--- src/rtl/wavetable_voice_gen.sv ---
// wavetable_voice_gen: time-multiplexed polyphonic wavetable generator, one voice per cycle, mixed per sample_tick
module wavetable_voice_gen #(
  parameter int VOICES = 4,
  parameter int ADDR_W = 5,
  parameter int DATA_W = 6,
  parameter int PHASE_W = 16,
  parameter int OUT_W = DATA_W + $clog2(VOICES),
  localparam int VW = VOICES > 1 ? $clog2(VOICES) : 1
) (
  input  logic               clk,
  input  logic               rst_n,
  input  logic               sample_tick,
  input  logic [VOICES-1:0]  voice_en,
  input  logic [1:0]         wave_sel,
  input  logic               cfg_we,
  input  logic [VW-1:0]      cfg_voice,
  input  logic [PHASE_W-1:0] cfg_incr,
  output logic [OUT_W-1:0]   sample_out,
  output logic               sample_valid,
  output logic               busy,
  output logic               overrun
);
  localparam int M = 2 ** (DATA_W - 1);
  localparam int Q = 2 ** (ADDR_W - 2);
  localparam int SH = DATA_W - ADDR_W;
  function automatic logic [(Q+1)*DATA_W-1:0] gen_sine();
    logic [(Q+1)*DATA_W-1:0] tbl;
    tbl = '0;
    for (int n = 0; n <= Q; n++)
      tbl[n*DATA_W +: DATA_W] = DATA_W'(M + $rtoi((M - 1) * $sin(3.14159265358979 * n / (2.0 * Q)) + 0.5));
    return tbl;
  endfunction
  localparam logic [(Q+1)*DATA_W-1:0] SINE = gen_sine();
  typedef enum logic [1:0] {IDLE, RUN, DONE} state_t;
  state_t             state_q, state_d;
  logic [VW-1:0]      slot_q, slot_d;
  logic [OUT_W-1:0]   acc_q, acc_d, out_q, out_d;
  logic               ovr_q, ovr_d;
  logic [PHASE_W-1:0] phase_q [VOICES];
  logic [PHASE_W-1:0] phase_d [VOICES];
  logic [PHASE_W-1:0] incr_q [VOICES];
  logic [PHASE_W-1:0] incr_d [VOICES];
  logic [ADDR_W-1:0]  idx, tri_i;
  logic [1:0]         quad;
  logic [ADDR_W-2:0]  k;
  logic [DATA_W-1:0]  t, sine_v, tri_v, contrib;
  int                 tri_raw;
  // quarter-wave table mirrored in index (odd quadrants) and amplitude (lower half)
  always_comb begin
    idx = phase_q[slot_q][PHASE_W-1 -: ADDR_W];
    quad = idx[ADDR_W-1 -: 2];
    k = quad[0] ? (ADDR_W-1)'(Q) - {1'b0, idx[ADDR_W-3:0]} : {1'b0, idx[ADDR_W-3:0]};
    t = SINE[int'(k)*DATA_W +: DATA_W];
    sine_v = quad[1] ? DATA_W'(2 * M - int'(t)) : t;
    tri_i = idx[ADDR_W-1] ? ~idx : idx;
    tri_raw = (int'(tri_i) * 2) << SH;
    tri_v = tri_raw > 2 * M - 1 ? DATA_W'(2 * M - 1) : DATA_W'(tri_raw);
    contrib = !voice_en[slot_q] ? DATA_W'(M) :
              wave_sel == 2'd0 ? sine_v :
              wave_sel == 2'd1 ? (idx[ADDR_W-1] ? DATA_W'(1) : DATA_W'(2 * M - 1)) :
              wave_sel == 2'd2 ? DATA_W'(idx) << SH : tri_v;
  end
  always_comb begin
    state_d = state_q;
    slot_d = slot_q;
    acc_d = acc_q;
    out_d = out_q;
    phase_d = phase_q;
    incr_d = incr_q;
    ovr_d = sample_tick && state_q != IDLE;
    if (cfg_we && int'(cfg_voice) < VOICES) incr_d[cfg_voice] = cfg_incr;
    if (state_q == IDLE && sample_tick) begin
      state_d = RUN;
      slot_d = '0;
      acc_d = '0;
    end
    if (state_q == RUN) begin
      acc_d = acc_q + OUT_W'(contrib);
      phase_d[slot_q] = voice_en[slot_q] ? phase_q[slot_q] + incr_q[slot_q] : '0;
      slot_d = slot_q + 1'b1;
      if (int'(slot_q) == VOICES - 1) begin
        state_d = DONE;
        out_d = acc_q + OUT_W'(contrib);
      end
    end
    if (state_q == DONE) state_d = IDLE;
  end
  always_ff @(posedge clk or negedge rst_n) begin
    if (!rst_n) begin
      state_q <= IDLE;
      slot_q <= '0;
      acc_q <= '0;
      out_q <= '0;
      ovr_q <= 1'b0;
      phase_q <= '{default: '0};
      incr_q <= '{default: '0};
    end else begin
      state_q <= state_d;
      slot_q <= slot_d;
      acc_q <= acc_d;
      out_q <= out_d;
      ovr_q <= ovr_d;
      phase_q <= phase_d;
      incr_q <= incr_d;
    end
  end
  assign sample_out = out_q;
  assign sample_valid = state_q == DONE;
  assign busy = state_q != IDLE;
  assign overrun = ovr_q;
endmodule

--- config.mk ---
export PLATFORM = sky130hd
export DESIGN_NAME = wavetable_voice_gen
export DESIGN_NICKNAME = d
export VERILOG_FILES = /design/src/rtl/wavetable_voice_gen.sv
export SDC_FILE = /design/constraint.sdc
export NUM_CORES = 1
export LEC_CHECK = 0
export BUFFER_PORTS_ARGS = -buffer_cell sky130_fd_sc_hd__buf_2
export CAP_MARGIN = 15
export CELL_PAD_IN_SITES_DETAIL_PLACEMENT = 0
export CELL_PAD_IN_SITES_GLOBAL_PLACEMENT = 2
export CORE_ASPECT_RATIO = 1.1
export CORE_MARGIN = 2
export CORE_UTILIZATION = 42
export DETAILED_ROUTE_END_ITERATION = 12
export MAX_ROUTING_LAYER = met4
export PLACE_DENSITY = 0.87
export SYNTH_ARGS = -nofsm -noshare
export SYNTH_HDL_FRONTEND = slang
export SYNTH_SLANG_ARGS = --single-unit
--- constraint.sdc ---
create_clock -name clk -period 5.7 [get_ports clk]
set_clock_uncertainty 0.15 [all_clocks]
set_input_delay 1.14 -clock clk [delete_from_list [all_inputs] [get_ports clk]]
set_output_delay 1.14 -clock clk [all_outputs]
set_load 0.03 [all_outputs]
==> run_results.csv <==
group,metric,value,unit
place,dpl.hpwl,12000,um
clock_tree,htree_levels,4,
hold_path,hold_path.class,"flip-flop to flip-flop",
critical_path,worst_ep_arrival_time,5.31,ns
critical_path,worst_path_most_repeated_cell,"ha_1",
global_routing,first_global_vias,5629,
clock_tree,cts_sinks,149,
finish,final_util,49.1,%
clock_tree,cts_buffer_depth,2,
logic_synthesis,synth_top_area_share,47.4,%
logic_synthesis,synthMostInstantiatedCell,"dfrtp_1",
global_routing,track_usage,19.2,%
sta,period_share,90.4,%
sta,slew_viol_final,0,
critical_path,end_kind,"flip-flop",
logic_synthesis,ys_types,52,
flow_run,drv_cap,0,
place,dp.cells,947,
sta,slew_headroom,34.3,%
critical_path,max_stage_delay,0.53,ns
route,drt_iter0_markers,252,
sta,hold_slack,0.325,ns
logic_synthesis,synth_top_area_cell,"dfrtp_1",
sta,setup_violations,0,
route,ant_nets,0,
clock_tree,cts_tree,"built",
route,num_vias,5337,
die,io_pins,39,
place,gp_congestion,0.848,
die,die_w,135,um
route,post_drt_wl_per_cell,17.4,um
finish,area_growth,14.8,%
die,rows,52,
global_routing,grt_max_degree,104,
logic_synthesis,yosysWarnings,0,
critical_path,crit_chain,"mux4_2 > inv_1 > ha_1 > nand2_1 > o21ai_0 > inv_1 > ha_1 > nor2_1 > a211oi_1 > a31oi_1 > ha_1 > nand2_1 > a21oi_1 > a31oi_1 > a311oi_2 > ha_1 > a21o_1 > a21oi_1 > o21bai_1 > a21o_1 > a21oi_1 > nor4_1 > a311o_1",
route,drt_wl_total,17100,um
logic_synthesis,synth_seq_area_share,47.4,%
sta,fin_crit,5.15,ns
die,dieArea,0.0199,mm2
critical_path,worst-path-buf-inv,2,
logic_synthesis,synth_top_cells_by_count,"dfrtp_1, nand2_1, mux2_2",
sta,worstMarginPinSlew,0.982,ns
status,status,"completed",
global_routing,antenna_found_initial,0,
global_routing,grt_pass1_wl,29000,um
die,core-area,0.0184,mm2
logic_synthesis,synth_area,0.00787,mm2
finish,diodes,0,
logic_synthesis,async_reset_ff_share,100,%
clock_tree,cts-root-buf,"clkbuf_16",
critical_path,crit_type,"flip-flop to flip-flop",
sta,hold_violations,0,
critical_path,worstSetupStartpointType,"flip-flop",
finish,drive_above_1_share,26.8,%
sta,setup_tns,0,ns
logic_synthesis,synthCells,687,
clock_tree,insertion_delay,0.42,ns
logic_synthesis,synth-seq-cells,149,
critical_path,crit_required,5.86,ns
die,initial_utilization,42.7,%
route,vias_per_cell,5.43,
route,drtPass1Iterations,4,
logic_synthesis,synth_edf_count,0,
finish,final_nets,791,
logic_synthesis,netlist_top_cells_area,"dfrtp_1, mux2_2, mux4_2",
route,drcViolationCount,0,
place,io_buffers,38,
global_routing,overflow,0,
logic_synthesis,syn_nets,751,
sta,max_freq,194,MHz
clock_tree,cts_made_buffers,17,
clock_tree,cts.clk_slew.worst_paths,0.07,ns
logic_synthesis,synthFlopType,"dfrtp_1",
die,die_h,148,um
sta,rsz0062_at_grt,"no",
critical_path,path_delay_family,"compound AO/OA/AOI/OAI gates",
critical_path,worstPathMaxFanout,6,
critical_path,cp_slowest_cell,"mux4_2",
logic_synthesis,synth.avg_cell_area,11.5,um2
finish,finalNonFillerCells,983,
[metal layers]
layer  part of all wire (%)  up-vias  GRT usage [%]
li1                       -     2567              -
met1                     43     2687           24.0
met2                     53       74           32.4
met3                    3.0        9           3.16
met4                   0.79        0           5.47
met5                      0        -              -
[registers in the layout (all words and copies together) (netlist names)]
| name | cells |
|---|---|
| state_q | 2 |
| incr_q | 64 |
| slot_q | 2 |
| overrun | 1 |
| phase_q | 64 |
| sample_out | 8 |
| acc_q | 8 |
[layout make-up]
class,count,area (um2)
clock buffers,19,443
well taps,243,304
flip-flops and latches,149,3730
clock inverters,13,195
inverters,20,75.1
multi-input cells,486,3940
repair buffers,53,344
fillers,1672,9380
[path summary, 6_finish.rpt]
check,from,endpoint,slack [ns],depth (start not counted)
setup / recovery,slot_q[0],acc_q[7],0.55,23
hold / removal,phase_q[20],phase_q[20],0.33,2
setup reg to reg,slot_q[0],acc_q[7],0.55,23
hold reg to reg,phase_q[20],phase_q[20],0.33,2
max in group asynchronous,rst_n,incr_q[26],3.51,2
min in group asynchronous,rst_n,acc_q[5],0.62,1
[logic make-up (layout without fill, tap and decap cells)]
group | Yosys count | count (layout) | synth area share, %
simple gates | 162 | 162 | 8.87
compound gates | 159 | 159 | 12.7
flops | 149 | 149 | 47.4
mux | 106 | 106 | 19.7
buf+inv | 52 | 105 | 2.69
fa+ha+maj | 36 | 36 | 5.91
xor+xnor | 23 | 23 | 2.80
[cells in the final DEF (no fill, tap or decap), drive strengths merged, types with 20 or more instances in the layout]
| master | instances |
|---|---|
| dfrtp | 149 |
| ha | 34 |
| a21oi | 20 |
| nand2 | 113 |
| o21ai | 72 |
| inv | 24 |
| mux2 | 71 |
| mux4 | 32 |
| nor2 | 21 |
| buf | 53 |
[worst register-to-register path, cell delays in order (launching register included)]
cell      delay (ns)
dfrtp_2         0.44
mux4_2          0.53
inv_1           0.21
ha_1            0.28
nand2_1         0.05
o21ai_0         0.20
inv_1           0.19
ha_1            0.18
nor2_1          0.05
a211oi_1        0.25
a31oi_1         0.11
ha_1            0.33
nand2_1         0.05
a21oi_1         0.14
a31oi_1         0.06
a311oi_2        0.25
ha_1            0.28
a21o_1          0.17
a21oi_1         0.20
o21bai_1        0.09
a21o_1          0.20
a21oi_1         0.25
nor4_1          0.08
a311o_1         0.32
[metrics by stage]
step                      instance area [um2]  worst slack [ns]
after floorplan                          7870             0.604
after global placement                   8320             0.373
after detailed placement                 8320             0.297
after CTS                                8960             0.291
after global routing                     9030            0.0162
final                                    9030             0.548
[what timing repair did]
| action | CTS | global route |
|---|---|---|
| endpoints found under the setup margin | 0 | 2 |
| gates resized for setup | 0 | 2 |
| setup buffers | 0 | 1 |
| hold buffers | 0 | 0 |
Power is not shown: default switching activity piles up to over one toggle a cycle in this logic, so the estimate is an artifact.
